**src/rtl/spi_motor_cmd_sched_if.sv**
```systemverilog
// rtl/spi_motor_cmd_sched_if.sv - SPI word and motor channel signals of the command sequencer
interface spi_motor_cmd_sched_if #(
  parameter int NCH = 4
);
  logic           ssel_n;
  logic           word_valid;
  logic [15:0]    word_data;
  logic [15:0]    reply_word;
  logic [NCH-1:0] cmd_valid;
  logic [15:0]    cmd_period;
  logic [15:0]    cmd_steps;
  logic [NCH-1:0] cmd_ready;
  logic [NCH-1:0] ch_busy;
  logic [7:0]     err_count;

  modport master (
    output ssel_n, word_valid, word_data, cmd_ready, ch_busy,
    input  reply_word, cmd_valid, cmd_period, cmd_steps, err_count
  );

  modport slave (
    input  ssel_n, word_valid, word_data, cmd_ready, ch_busy,
    output reply_word, cmd_valid, cmd_period, cmd_steps, err_count
  );
endinterface

```
**src/rtl/spi_motor_cmd_sched.sv**
```systemverilog
// rtl/spi_motor_cmd_sched.sv - parses framed SPI words into motor commands and dispatches them
module spi_motor_cmd_sched #(
  parameter int NCH     = 4,
  parameter int TIMEOUT = 1000
) (
  input logic                  clk,
  input logic                  rst_n,
  spi_motor_cmd_sched_if.slave bus
);
  localparam logic [2:0] S_IDLE    = 3'd0;
  localparam logic [2:0] S_GET_P1  = 3'd1;
  localparam logic [2:0] S_GET_P2  = 3'd2;
  localparam logic [2:0] S_ISSUE   = 3'd3;
  localparam logic [2:0] S_DISCARD = 3'd4;

  localparam logic [3:0] OP_MOVE   = 4'h1;
  localparam logic [3:0] OP_STOP   = 4'h2;
  localparam logic [3:0] OP_STATUS = 4'h3;

  localparam int         TW    = $clog2(TIMEOUT + 1);
  localparam logic [4:0] NCH_L = 5'(NCH);

  logic [2:0]    state, word_state, next_state;
  logic [2:0]    ssel_sync;
  logic          frame_end, handshake, timed_out, in_payload;
  logic          hdr_ok, word_err, frame_err, any_err;
  logic [3:0]    op, hdr_ch, ch, issue_ch;
  logic [7:0]    seq;
  logic [TW-1:0] timer;

  assign op         = bus.word_data[15:12];
  assign hdr_ch     = bus.word_data[11:8];
  assign hdr_ok     = ((op == OP_MOVE) || (op == OP_STOP) || (op == OP_STATUS)) &&
                      ({1'b0, hdr_ch} < NCH_L);
  assign frame_end  = ssel_sync[1] & ~ssel_sync[2];
  assign handshake  = |(bus.cmd_valid & bus.cmd_ready);
  assign in_payload = (state == S_GET_P1) || (state == S_GET_P2);
  assign timed_out  = in_payload && !bus.word_valid && (timer == TW'(TIMEOUT - 1));
  assign issue_ch   = (state == S_IDLE) ? hdr_ch : ch;
  assign any_err    = word_err | frame_err | timed_out;

  // The word is consumed first; frame end then acts on the state the word produced.
  always_comb begin
    word_state = state;
    word_err   = 1'b0;
    if (bus.word_valid) begin
      case (state)
        S_IDLE: begin
          if (!hdr_ok) begin
            word_state = S_DISCARD;
            word_err   = 1'b1;
          end else if (op == OP_MOVE) begin
            word_state = S_GET_P1;
          end else if (op == OP_STOP) begin
            word_state = S_ISSUE;
          end
        end
        S_GET_P1: word_state = S_GET_P2;
        S_GET_P2: word_state = S_ISSUE;
        S_ISSUE:  word_err   = 1'b1;
        default:  ;
      endcase
    end
    if ((state == S_ISSUE) && handshake) begin
      word_state = S_IDLE;
    end

    next_state = word_state;
    frame_err  = 1'b0;
    if (frame_end) begin
      case (word_state)
        S_GET_P1, S_GET_P2: begin
          next_state = S_IDLE;
          frame_err  = 1'b1;
        end
        S_DISCARD: next_state = S_IDLE;
        default:   ;
      endcase
    end
    if (timed_out) begin
      next_state = S_IDLE;
    end
  end

  always_ff @(posedge clk or negedge rst_n) begin
    if (!rst_n) begin
      state          <= S_IDLE;
      ssel_sync      <= 3'b111;
      ch             <= 4'd0;
      seq            <= 8'd0;
      timer          <= '0;
      bus.cmd_valid  <= '0;
      bus.cmd_period <= 16'd0;
      bus.cmd_steps  <= 16'd0;
      bus.reply_word <= 16'd0;
      bus.err_count  <= 8'd0;
    end else begin
      ssel_sync <= {ssel_sync[1:0], bus.ssel_n};
      state     <= next_state;

      if (any_err && (bus.err_count != 8'hFF)) begin
        bus.err_count <= bus.err_count + 8'd1;
      end

      if (bus.word_valid && (state == S_IDLE)) begin
        seq <= bus.word_data[7:0];
        ch  <= hdr_ch;
        if (hdr_ok && (op == OP_STOP)) begin
          bus.cmd_period <= 16'd0;
          bus.cmd_steps  <= 16'd0;
        end
      end
      if (bus.word_valid && (state == S_GET_P1)) begin
        bus.cmd_period <= bus.word_data;
      end
      if (bus.word_valid && (state == S_GET_P2)) begin
        bus.cmd_steps <= bus.word_data;
      end

      // Held at zero outside the payload states, so entry to GET_P1 starts a fresh count.
      if (bus.word_valid || !in_payload) begin
        timer <= '0;
      end else begin
        timer <= timer + 1'b1;
      end

      if ((next_state == S_ISSUE) && (state != S_ISSUE)) begin
        bus.cmd_valid <= NCH'(1) << issue_ch;
      end else if ((state == S_ISSUE) && handshake) begin
        bus.cmd_valid <= '0;
      end

      if (frame_end) begin
        bus.reply_word <= {seq, bus.err_count[3:0], 4'(bus.ch_busy)};
      end
    end
  end
endmodule

```
**src/flat_wrapper.sv**
```systemverilog
// flat-port wrapper written by rule: the top's interface ports become plain ports
module spi_motor_cmd_sched_flat 
#(
  parameter int NCH     = 4,
  parameter int TIMEOUT = 1000
)
  (clk, rst_n, bus_ssel_n, bus_word_valid, bus_word_data, bus_cmd_ready, bus_ch_busy, bus_reply_word, bus_cmd_valid, bus_cmd_period, bus_cmd_steps, bus_err_count);
  spi_motor_cmd_sched_if #(.NCH(NCH)) bus_i ();
  input logic clk;
  input logic rst_n;
  input wire logic [$bits(bus_i.ssel_n)-1:0] bus_ssel_n;
  input wire logic [$bits(bus_i.word_valid)-1:0] bus_word_valid;
  input wire logic [$bits(bus_i.word_data)-1:0] bus_word_data;
  input wire logic [$bits(bus_i.cmd_ready)-1:0] bus_cmd_ready;
  input wire logic [$bits(bus_i.ch_busy)-1:0] bus_ch_busy;
  output wire logic [$bits(bus_i.reply_word)-1:0] bus_reply_word;
  output wire logic [$bits(bus_i.cmd_valid)-1:0] bus_cmd_valid;
  output wire logic [$bits(bus_i.cmd_period)-1:0] bus_cmd_period;
  output wire logic [$bits(bus_i.cmd_steps)-1:0] bus_cmd_steps;
  output wire logic [$bits(bus_i.err_count)-1:0] bus_err_count;
  assign bus_i.ssel_n = bus_ssel_n;
  assign bus_i.word_valid = bus_word_valid;
  assign bus_i.word_data = bus_word_data;
  assign bus_i.cmd_ready = bus_cmd_ready;
  assign bus_i.ch_busy = bus_ch_busy;
  assign bus_reply_word = bus_i.reply_word;
  assign bus_cmd_valid = bus_i.cmd_valid;
  assign bus_cmd_period = bus_i.cmd_period;
  assign bus_cmd_steps = bus_i.cmd_steps;
  assign bus_err_count = bus_i.err_count;
  spi_motor_cmd_sched #(.NCH(NCH), .TIMEOUT(TIMEOUT)) u_core (.clk(clk), .rst_n(rst_n), .bus(bus_i));
endmodule
```
**config.mk**
```make
export PLATFORM = sky130hd
export DESIGN_NAME = spi_motor_cmd_sched_flat
export DESIGN_NICKNAME = d
export VERILOG_FILES = /design/src/rtl/spi_motor_cmd_sched_if.sv /design/src/rtl/spi_motor_cmd_sched.sv /design/src/flat_wrapper.sv
export SDC_FILE = /design/constraint.sdc
export NUM_CORES = 1
export LEC_CHECK = 0
export BUFFER_PORTS_ARGS = -buffer_cell sky130_fd_sc_hd__buf_4
export CAP_MARGIN = 10
export CELL_PAD_IN_SITES_DETAIL_PLACEMENT = 0
export CELL_PAD_IN_SITES_GLOBAL_PLACEMENT = 1
export CORE_MARGIN = 2
export CORE_UTILIZATION = 45
export DETAILED_ROUTE_END_ITERATION = 8
export PLACE_DENSITY_LB_ADDON = 0.1
export SYNTH_ARGS = -nofsm -noshare
export SYNTH_HDL_FRONTEND = slang
export SYNTH_SLANG_ARGS = --single-unit
```
**constraint.sdc**
```tcl
create_clock -name clk -period 4.7 [get_ports clk]
set_input_delay 0.94 -clock clk [delete_from_list [all_inputs] [get_ports clk]]
set_output_delay 0.94 -clock clk [all_outputs]
set_load 0.02 [all_outputs]
```
; ---- Word-level counts from Yosys, hierarchy flattened
; Cells that the tools add are included.
[word_totals]
wordCells = 81
output_inout_bits = 60
in_bits = 28
regBits = 88
[classes]
shift = 1
add_sub_neg = 2
n_reduce_logical = 27
bitwise = 5
muxes = 22
eq_ne = 13
n_lt_le_gt_ge = 1
[op_table]
columns = operator, count
row1 = 2-to-1 mux 16 bit, 4
row2 = 2-to-1 mux 3 bit, 8
row3 = equality test 3 x 2 -> 1 bit (second input constant), 4
row4 = 2-to-1 mux 4 bit, 3
row5 = adder 10 x 1 -> 10 bit (second input constant), 1
row6 = equality test 10 bit (second input constant), 1
row7 = logical AND 1 bit, 10
row8 = 2-to-1 mux 10 bit, 1
row9 = nonzero test 2 bit, 5
row10 = case mux 3 bit (3 select lines), 1
row11 = adder 8 x 1 -> 8 bit (second input constant), 1
row12 = equality test 4 x 2 -> 1 bit (second input constant), 2
row13 = inequality test 8 bit (second input constant), 1
row14 = equality test 3 x 1 -> 1 bit (second input constant), 2
row15 = AND 4 bit, 1
row16 = equality test 4 x 1 -> 1 bit (second input constant), 1
row17 = logical OR 1 bit, 4
row18 = < comparator 4 x 3 -> 1 bit (second input constant), 1
row19 = 2-to-1 mux 1 bit, 4
row20 = AND reduction 2 bit, 2
row21 = OR reduction 4 bit, 1
row22 = left shift 1 x 4 -> 4 bit (first input constant), 1
row23 = equality test 3 bit (second input constant), 1
row24 = logical NOT 3 bit, 1
row25 = other kinds (8), 10

; ---- Logic depth before layout (Yosys ltp)
; Gate-level depths: netlist of run 1.
[depth]
ltp_word = 16
ltp_mapped = 9
mapped_depth_nobuf = 8

; ---- Worst setup path after synthesis of run 1
; No wires, ideal clock.
[synth_path]
kind = input port to flip-flop
from = in bus_word_data[15]
to = reg u_core.bus.err_count[7]
slack_ps = 1743
path_buffers = 0
arrival_ps = 2829
required_time_ps = 4572
setup_time_ps = 128
cell_stages = 7
path_cell_list = nor4_2 > o21ai_1 > a311o_2 > mux2i_2 > o31ai_4 > nand4_1 > mux2_1
[synth_via]
elab_chain_cells = 15
word_cells_on_any_way = 23
cone_classes = eq/ne: 5 / mux: 11 / bitwise: 2 / reduce/logical: 5
[synth_lines]
columns = item, line
row1 = "start, declared", flat_wrapper.sv:13  ; input wire logic [$bits(bus_i.word_data)-1:0] bus_word_data;
row2 = equality test 4 x 1 -> 1 bit or equality test 4 x 2 -> 1 bit (tied branches), "spi_motor_cmd_sched.sv:33, spi_motor_cmd_sched.sv:52, spi_motor_cmd_sched.sv:54"
row3 = logical OR 1 bit (2 in series), spi_motor_cmd_sched.sv:33  ; assign hdr_ok = ((op == OP_MOVE) || (op == OP_STOP) || (op == OP_STATUS)) &&
row4 = logical AND 1 bit, spi_motor_cmd_sched.sv:33
row5 = 2-to-1 mux 3 bit, spi_motor_cmd_sched.sv:49  ; if (!hdr_ok) begin
row6 = case mux 3 bit (3 select lines), spi_motor_cmd_sched.sv:47  ; case (state)
row7 = 2-to-1 mux 3 bit, spi_motor_cmd_sched.sv:46  ; if (bus.word_valid) begin
row8 = 2-to-1 mux 3 bit, spi_motor_cmd_sched.sv:64  ; if ((state == S_ISSUE) && handshake) begin
row9 = equality test 3 x 1 -> 1 bit or equality test 3 x 2 -> 1 bit (tied branches), spi_motor_cmd_sched.sv:71  ; case (word_state)
row10 = OR reduction 2 bit, spi_motor_cmd_sched.sv:71
row11 = 2-to-1 mux 1 bit, spi_motor_cmd_sched.sv:71
row12 = 2-to-1 mux 1 bit, spi_motor_cmd_sched.sv:70  ; if (frame_end) begin
row13 = OR 1 bit (*) (2 in series), spi_motor_cmd_sched.sv:40  ; assign any_err = word_err | frame_err | timed_out;
row14 = logical AND 1 bit (*), spi_motor_cmd_sched.sv:101  ; if (any_err && (bus.err_count != 8'hFF)) begin
row15 = "end signal, assigned", spi_motor_cmd_sched.sv:102  ; bus.err_count <= bus.err_count + 8'd1;
row16 = "end, declared", spi_motor_cmd_sched_if.sv:23  ; output reply_word, cmd_valid, cmd_period, cmd_steps, err_count
; Mark *: on every way between the ends. The rest lies on a longest branch, timed or not.
; A chain may end at the register's enable or synchronous reset.

; ---- Final worst setup path of run 1
; Same ends and word-level chain as after synthesis.

==> metrics.yaml, run 1 <==
place_congestion: 0.761
synth_cells: 274
synthSimpleGateAreaFrac: 0.104
numClockSinks: 88
final_cell_mix: "buf_4, dfrtp_1, a22o_1, mux2_2, nor2_1"
hold_path.class: "register to register"
final.min_clock_period_ps: 2990
drt_iter0_drc: 100
arrival_ps: 3220
clock_skew_ps: 10.1
place_inst: 457
p_leak_uw: 0.00217
finalHoldViolCount: 0
grt_util_all_layers: 0.193
nNetsFinal: 396
postCtsSetupBuffers: 0
coreArea_mm2: 0.00781
die_h_um: 94.2
synthDistinctLibCells: 46
rows: 32
cp-end-kind: "register"
portBuffers: 87
worstPathRequired_ps: 4940
dp_hpwl_mm: 5.43
critPathMaxFanout: 8
relSlewSlack: 0.336
antennaDiodeCount: 0
r2r_cells: 7
die-area_mm2: 0.00887
syn2layout_area_growth_pct: 26.5
post_cts_resized: 0
first_global_vias: 2556
clockBufferDepth: 2
cap_violations: 0
dp_slack_ps: 1330
finalPower_uw: 3100
synth_top_family_by_area: "compound AO/OA/AOI/OAI gates"
ys.warnings.count: 0
tritoncts: "done"
fin_crit_sh: 0.636
cts_root_buf: "clkbuf_8"
pin_count: 88
hold_path_depth: 0
criticalPathCategory: "input port to register"
setup_tns_ps: 0
setup_viol: 0
ys_seq_elements: 88
die_w_um: 94.2
vdd_drop_max_v: 0.000374
rsz0062_at_grt: "false"
synthAdderAreaFrac: 0.00684
via_count: 2506
syn-num-nets: 304
seq_area_frac_synth: 0.603
final_common_cell: "buf_4"
wirelength_mm: 8.00
syn-cell-area_mm2: 0.00366
postRouteAntennaNets: 0
synth_mux_area_frac: 0.102
wl_per_cell_um: 16.9
dr.pass1.iters: 4
grt_pass1_wl_mm: 13.1
synth_xor_xnor_area_share: 0.0311
p_per_area_mw_per_mm2: 669
postSynthAreaPerCell_um2: 13.4
avgViaCountPerCell: 5.30
hp-start: "u_core.ssel_sync[0]"
clkTransAtPathRegs_ps: 90
grt_overflow: 0
start_kind: "input port"
antenna_found_initial: 0
slew_violations: 0
htreeDepth: 3
setup_ws_ps: 1710
cts-buffers-inserted: 9
cts_hold_buf: 0
outcome: "completed"
layout-drive-gt1-share: 0.402
startpoint: "bus_word_data[15]"
synth_compound_area_frac: 0.135
grt_max_degree: 49
fmax_ghz: 0.335
drcViolationCount: 0
clk-insertion-delay-late_ps: 350
r2r-start: "u_core.state[2]"
start_util: 0.469
tightest_slew_ps: 996
layoutNonFillerInstCount: 473
final timing paths:
kind / end / slack (ps)
max: u_core.bus.err_count[7] / 1710
min: u_core.ssel_sync[1] / 370
max reg2reg: u_core.bus.err_count[7] / 1960
min reg2reg: u_core.ssel_sync[1] / 370
max in group asynchronous: u_core.ssel_sync[2] / 3140
min in group asynchronous: u_core.timer[0] / 600
layer usage:
layer / wire length (µm) / global-route usage / vias up
li1: - / - / 1191
met1: 3610 / 0.252 / 1252
met2: 3940 / 0.319 / 59
met3: 401 / 0.0586 / 4
met4: 53 / 0.0399 / 0
met5: 0 / 0 / -
logic make-up after synthesis:
logic type | Yosys count
buffers and inverters | 14
AND/OR/NAND/NOR | 68
multiplexers | 33
flip-flops | 88
XOR/XNOR | 13
adder cells (fa/ha/maj) | 2
AO/OA/AOI/OAI | 56
Yosys cell counts, drive strengths merged:
cell | n | area share
nor3 | 4 | 0.0055
o41ai | 1 | 0.0024
nor2b | 4 | 0.0068
nand4 | 1 | 0.0017
o31ai | 1 | 0.0058
nand3 | 8 | 0.011
a32o | 1 | 0.0027
and2 | 1 | 0.0017
dfstp | 3 | 0.022
nor3b | 1 | 0.0021
or3 | 3 | 0.0051
a21oi | 5 | 0.0068
a311o | 1 | 0.0031
nor4b | 2 | 0.0089
a22oi | 2 | 0.0041
nor2 | 16 | 0.016
a22o | 32 | 0.077
a31oi | 2 | 0.0075
o21ai | 5 | 0.0068
xor2 | 4 | 0.0096
nor4 | 1 | 0.0034
xnor2 | 9 | 0.022
dfrtp | 85 | 0.58
nor4bb | 2 | 0.0055
inv | 2 | 0.0021
nand2b | 4 | 0.0068
clkbuf | 6 | 0.0062
a221oi | 1 | 0.0024
buf | 6 | 0.011
a211oi | 1 | 0.0021
a311oi | 4 | 0.014
mux2 | 30 | 0.092
and3 | 10 | 0.017
mux2i | 3 | 0.0092
nand2 | 11 | 0.012
ha | 2 | 0.0068
cell type report:
| type | count | area (µm²) |
|---|---|---|
| fill | 669 | 3180 |
| sequential | 88 | 2210 |
| multi-input combinational | 172 | 1400 |
| timing repair buffer | 93 | 698 |
| clock buffer | 11 | 151 |
| tap | 102 | 128 |
| clock inverter | 5 | 38.8 |
| inverter | 2 | 7.51 |
state kept, by name, summed over array words and instances (netlist names):
name / flops
u_core.bus.cmd_period: 16
u_core.bus.cmd_steps: 16
u_core.bus.cmd_valid: 4
u_core.bus.err_count: 8
u_core.bus.reply_word: 16
u_core.ch: 4
u_core.seq: 8
u_core.ssel_sync: 3
u_core.state: 3
u_core.timer: 10
critical path: stages:
cell and delay (ps):
buf_4 130, nor4_2 450, o21ai_1 160, a311o_2 460, mux2i_2 180, o31ai_4 410, nand4_1 160, mux2_1 330
stage by stage:
stage,utilization,area (µm²),hold WS (ps)
6_report,0.593,4630,368
5_1_grt,0.593,4630,377
4_1_cts,0.593,4630,371
3_5_place_dp,0.568,4440,349
3_3_place_gp,0.568,4440,346
2_1_floorplan,-,3660,345
power breakdown:
group | internal (µW) | total [µW] | switching (µW)
Sequential | 1050 | 1290 | 238
Combinational | 638 | 1310 | 670
Clock | 225 | 497 | 272
(Power assumes the default switching activity.)
==> run 2: changes to the inputs <==
--- a/config.mk
+++ b/config.mk
@@ -10,7 +10,7 @@
 export CELL_PAD_IN_SITES_DETAIL_PLACEMENT = 0
 export CELL_PAD_IN_SITES_GLOBAL_PLACEMENT = 1
 export CORE_MARGIN = 2
-export CORE_UTILIZATION = 45
+export CORE_UTILIZATION = 38
 export DETAILED_ROUTE_END_ITERATION = 8
 export PLACE_DENSITY_LB_ADDON = 0.1
 export SYNTH_ARGS = -nofsm -noshare
==> constraint.sdc (replaced) <==
create_clock -name clk -period 2.4 [get_ports clk]
set_input_delay 0.48 -clock clk [delete_from_list [all_inputs] [get_ports clk]]
set_output_delay 0.48 -clock clk [all_outputs]
set_load 0.02 [all_outputs]
==> run 2 against run 1 <==
Against the previous run: combinational power grew 110%; final area up 5.0%; via count grew 4.6%; hold slack got worse by 260 ps; critical path type is now register to register; clock power is 89% higher; total power is 100% higher; global-route usage shrank 2.3 points; largest power group unchanged; clock skew rose by 6.6 ps.
==> metrics.yaml, run 2 (same netlist as run 1, synthesis figures left out) <==
first_global_vias: 2639  # +3.2%
setup_ws_ps: 146  # -1570 ps
cap_violations: 0  # unchanged
reg_top3: "u_core.bus.cmd_period (16), u_core.bus.cmd_steps (16), u_core.bus.reply_word (16)"
final.min_clock_period_ps: 2250
power_frac_clock: 0.152  # -0.009
grt_util_all_layers: 0.170  # -0.0231
tightest_slew_ps: 533  # -463 ps
rsz0062_at_grt: "false"
slew_violations: 0  # unchanged
final_cell_mix: "buf_4, dfrtp_1, a22o_1, mux2_2, nor2_1"
clkTransAtPathRegs_ps: 90  # about the same
nNetsFinal: 420  # +6.1%
start_util: 0.394  # -0.0745
layout-drive-gt1-share: 0.443  # +0.0414
outcome: "completed"
place_inst: 507  # +11%
grt_overflow: 0  # unchanged
via_count: 2621  # +4.6%
layoutNonFillerInstCount: 524  # +11%
clockBufferDepth: 2  # unchanged
final_common_cell: "buf_4"
grt_pass1_wl_mm: 13.5  # +3.3%
power_switching_share: 0.375  # -0.00655
power_switching_uw: 2320  # +97%
clock_skew_ps: 16.6  # +6.57 ps
fmax_ghz: 0.444
arrival_ps: 2490  # -730 ps
clk-insertion-delay-late_ps: 350  # about the same
postRouteAntennaNets: 0  # unchanged
htreeDepth: 3  # unchanged
antennaDiodeCount: 0  # unchanged
setup_tns_ps: 0  # unchanged
startpoint: "u_core.state[2]"
p_per_area_mw_per_mm2: 1270  # +90%
dr.pass1.iters: 6  # +2
antenna_found_initial: 0  # unchanged
cp-end-kind: "register"
cts_hold_buf: 0  # unchanged
r2r-start: "u_core.state[2]"
vdd_drop_max_v: 0.000558  # +49%
fin_crit_sh: 0.939
p_leak_uw: 0.00229  # +5.4%
die_h_um: 102  # +8.4%
numClockSinks: 88  # unchanged
criticalPathCategory: "register to register"
wl_per_cell_um: 15.4  # -8.8%
portBuffers: 87  # unchanged
drcViolationCount: 0  # unchanged
wirelength_mm: 8.08  # +1.0%
die-area_mm2: 0.0104  # +18%
tritoncts: "done"
syn2layout_area_growth_pct: 32.8
cts_root_buf: "clkbuf_8"
grt_max_degree: 42  # -14%
finalHoldViolCount: 0  # unchanged
relSlewSlack: 0.645  # +0.309
hold_path.class: "input port to async pin"
critPathMaxFanout: 5  # -3
pin_count: 88  # unchanged
combPwrFrac: 0.444  # +0.022
seqPwrFrac: 0.404  # -0.013
setup_viol: 0  # unchanged
cts-buffers-inserted: 9  # unchanged
coreArea_mm2: 0.00928  # +19%
start_kind: "register"
place_congestion: 0.738  # -3.0%
worstPathRequired_ps: 2630  # -2310 ps
rows: 35  # +9.4%
avgViaCountPerCell: 5.00  # -5.6%
drt_iter0_drc: 137  # +37%
dp_hpwl_mm: 5.80  # +6.7%
die_w_um: 102  # +8.4%
r2r_cells: 7  # unchanged
power.internal_uw: 3870  # +100%
dp_slack_ps: -89.2  # -1420 ps
## run 2: critical path: stages (launching register included)
cell and delay (ps):
dfrtp_2 480, nor4b_4 280, a221oi_1 110, a311o_2 400, mux2i_2 170, o31ai_4 240, nand4_1 140, mux2_1 330
## run 2: power groups by stage
| stage | Sequential, µW | Combinational, µW | Clock (µW) |
|---|---|---|---|
| CTS | 2500 | 2780 | 987 |
| global route | 2590 | 2980 | 1060 |
| detailed placement | 2510 | 2780 | 0 |
| floorplan | 2950 | 1120 | 0 |
| finish | 2500 | 2750 | 939 |
| global placement | 2510 | 2760 | 0 |
## run 2: area by class of cell
class,instances,area [µm²]
inverters,2,7.51
multi-input cells,172,1420
clock buffers,11,141
clock inverters,5,38.8
fillers,866,4430
well taps,129,161
flip-flops and latches,88,2210
repair buffers,117,878
## run 2: final timing paths
check,to,slack (ps)
worst min register to register,u_core.ssel_sync[1],360
max in group asynchronous,u_core.state[1],1540
worst min-delay path,u_core.bus.err_count[6],110
worst max register to register,u_core.bus.err_count[7],150
min in group clk,u_core.ssel_sync[0],230
worst max-delay path,u_core.bus.err_count[7],150
## run 2: timing repair
item                       in CTS  in global routing
gates resized for setup         0                  3
setup endpoints to repair       0                  7
buffers inserted                0                  1
## run 2: per-stage QoR
step / cell area (µm²) / total power (µW) / utilization / hold WS (ps)
floorplan: 3670 / 4070 / - / 184
global placement: 4660 / 5270 / 0.502 / 348
detailed placement: 4660 / 5290 / 0.502 / 348
CTS: 4840 / 6270 / 0.521 / 114
global route: 4860 / 6630 / 0.523 / 120
finish: 4860 / 6190 / 0.523 / 106
## run 2: per-layer routing
metal	up-vias	share of wire	wire (µm)	track usage
li1	1245	-	-	-
met1	1298	0.46	3720	0.230
met2	68	0.47	3780	0.262
met3	10	0.059	473	0.0486
met4	0	0.013	108	0.0615
met5	-	0	0	0
==> run 3: changes to the inputs <==
--- a/config.mk
+++ b/config.mk
@@ -10,7 +10,7 @@
 export CELL_PAD_IN_SITES_DETAIL_PLACEMENT = 0
 export CELL_PAD_IN_SITES_GLOBAL_PLACEMENT = 1
 export CORE_MARGIN = 2
-export CORE_UTILIZATION = 38
+export CORE_UTILIZATION = 45
 export DETAILED_ROUTE_END_ITERATION = 8
 export PLACE_DENSITY_LB_ADDON = 0.1
 export SYNTH_ARGS = -nofsm -noshare
==> constraint.sdc (replaced) <==
create_clock -name clk -period 2.9 [get_ports clk]
set_input_delay 0.58 -clock clk [delete_from_list [all_inputs] [get_ports clk]]
set_output_delay 0.58 -clock clk [all_outputs]
set_load 0.02 [all_outputs]
==> run 3 against run 2 <==
Against the previous run: sequential share of layout area up 1.6 points; first-iteration DRC count down 33%; largest cell class unchanged; non-clock buffer count down 16; largest power group unchanged; hold slack better by 90 ps; setup slack better by 270 ps; final area down 3.6%; via count down 1.3%; clock skew down 3.5 ps; die area down 15%; routed wire length down 0.93%.
==> metrics.yaml, run 3 (same netlist as run 1, synthesis figures left out) <==
worstPathRequired_ps: 3140  # +510 ps
nNetsFinal: 404  # -3.8%
final.min_clock_period_ps: 2480  # +227 ps
clk-insertion-delay-late_ps: 360  # about the same
grt_pass1_wl_mm: 12.9  # -4.5%
grt_max_degree: 47  # +12%
rows: 32  # -8.6%
r2r_cells: 7  # unchanged
tritoncts: "done"
combPwrFrac: 0.432  # -0.012
start_util: 0.469  # +0.0745
critPathMaxFanout: 13  # +8
crit_path_cell_trace: "nor4b_4 -> buf_4 -> and2_1 -> a311oi_1 -> o31ai_4 -> nand4_1 -> mux2_1"
cpPeakStageDelay_ps: 770  # +290 ps
p_per_area_mw_per_mm2: 1070  # -16%
portBuffers: 87  # unchanged
power_frac_clock: 0.153  # about the same
reg_top3: "u_core.bus.cmd_period (16), u_core.bus.cmd_steps (16), u_core.bus.reply_word (16)"
clockBufferDepth: 2  # unchanged
grt_util_all_layers: 0.191  # +0.0213
cpLargestDelayFamily: "flip-flops"
die_w_um: 94.2  # -7.8%
power.internal_uw: 3090  # -20%
via_count: 2586  # -1.3%
setup_viol: 0  # unchanged
hold_path.class: "input port to async pin"
power_switching_uw: 1930  # -17%
avgViaCountPerCell: 5.38  # +7.5%
cts_root_buf: "clkbuf_8"
numClockSinks: 88  # unchanged
clkTransAtPathRegs_ps: 90  # about the same
clock_skew_ps: 13.1  # -3.51 ps
cts_hold_buf: 0  # unchanged
p_leak_uw: 0.00220  # -3.9%
final_cell_mix: "buf_4, dfrtp_1, a22o_1, mux2_2, nor2_1"
cp-end-kind: "register"
antennaDiodeCount: 0  # unchanged
seqPwrFrac: 0.415  # +0.011
cp.buffers_inverters: 1  # +1
cts-buffers-inserted: 9  # unchanged
drt_iter0_drc: 92  # -33%
outcome: "completed"
pin_count: 88  # unchanged
wl_per_cell_um: 16.6  # +7.9%
dr.pass1.iters: 4  # -2
power_switching_share: 0.384  # +0.00944
wirelength_mm: 8.01  # -0.93%
place_congestion: 0.745  # +0.95%
critPathSlowestCell: "dfrtp_1"
multi_input_area_mm2: 0.00140  # -1.7%
die-area_mm2: 0.00887  # -15%
coreArea_mm2: 0.00781  # -16%
htreeDepth: 3  # unchanged
relSlewSlack: 0.563  # -0.0818
grt_overflow: 0  # unchanged
final_common_cell: "buf_4"
drcViolationCount: 0  # unchanged
fill_cells: 657  # -24%
cap_violations: 0  # unchanged
rsz0062_at_grt: "false"
slew_violations: 0  # unchanged
finalHoldViolCount: 0  # unchanged
tightest_slew_ps: 656  # +123 ps
endpoint: "u_core.bus.err_count[7]"
postRouteAntennaNets: 0  # unchanged
syn2layout_area_growth_pct: 28.0
utilization: 0.600  # +0.0767
vdd_drop_max_v: 0.000576  # +3.2%
postCtsSetupBuffers: 0  # unchanged
start_kind: "register"
criticalPathCategory: "register to register"
first_global_vias: 2606  # -1.3%
r2r-end: "u_core.bus.err_count[7]"
layout-drive-gt1-share: 0.412  # -0.0314
crit_cells: 7  # unchanged
r2r-start: "u_core.state[1]"
startpoint: "u_core.state[1]"
fmax_ghz: 0.403  # -9.1%
arrival_ps: 2720  # +230 ps
dp_hpwl_mm: 5.59  # -3.5%
setup_tns_ps: 0  # unchanged
die_h_um: 94.2  # -7.8%
reg2reg_slack_ps: 420  # +270 ps
regArea_mm2: 0.00221  # -0.11%
fin_crit_sh: 0.855  # -0.0837
post_cts_resized: 0  # unchanged
antenna_found_initial: 0  # unchanged
==> run 3: changes by cell type in the layout (fill, tap and decap cells not counted), moves of 2 or more <==
| cell | delta |
|---|---|
| buf_4 | -17 |
| clkinv_4 | +2 |
| dfrtp_1 | +2 |
| dfrtp_2 | -2 |
| inv_6 | -2 |
==> run 3: worst min-delay path by stage <==
stage                                     endpoint  slack [ps]
after floorplan           u_core.bus.cmd_period[0]         280
after global placement         u_core.ssel_sync[1]         350
after detailed placement       u_core.ssel_sync[1]         350
after CTS                          u_core.timer[5]         210
after global routing               u_core.timer[5]         230
final                              u_core.timer[5]         200
==> run 3: power groups by stage <==
stage,combinational [µW],clock (µW),sequential (µW)
floorplan,922,0,2440
global placement,2160,0,2090
detailed placement,2200,0,2090
CTS,2200,786,2080
global route,2330,833,2150
finish,2170,771,2080
==> run 3: stage by stage <==
step	std cells	instance area, µm²	power, µW	worst slack [ps]	hold WS [ps]
after floorplan	274	3660	3360	303	284
after global placement	465	4510	4250	320	347
after detailed placement	465	4510	4290	248	348
after CTS	481	4680	5060	440	215
after global routing	481	4680	5320	238	235
final	481	4680	5020	419	196
==> run 3: cell type report <==
type	instances	share of cell area
repair buffers	101	0.165
inverters	2	0.00160
flip-flops and latches	88	0.471
clock buffers	10	0.0272
well taps	102	0.0272
multi-input cells	172	0.299
clock inverters	6	0.00988
==> run 3: routing by layer <==
metal / global-route usage / part of all wire
met4: 0.0616 / 0.013
met5: 0 / 0
met2: 0.295 / 0.48
met3: 0.0602 / 0.055
met1: 0.258 / 0.45
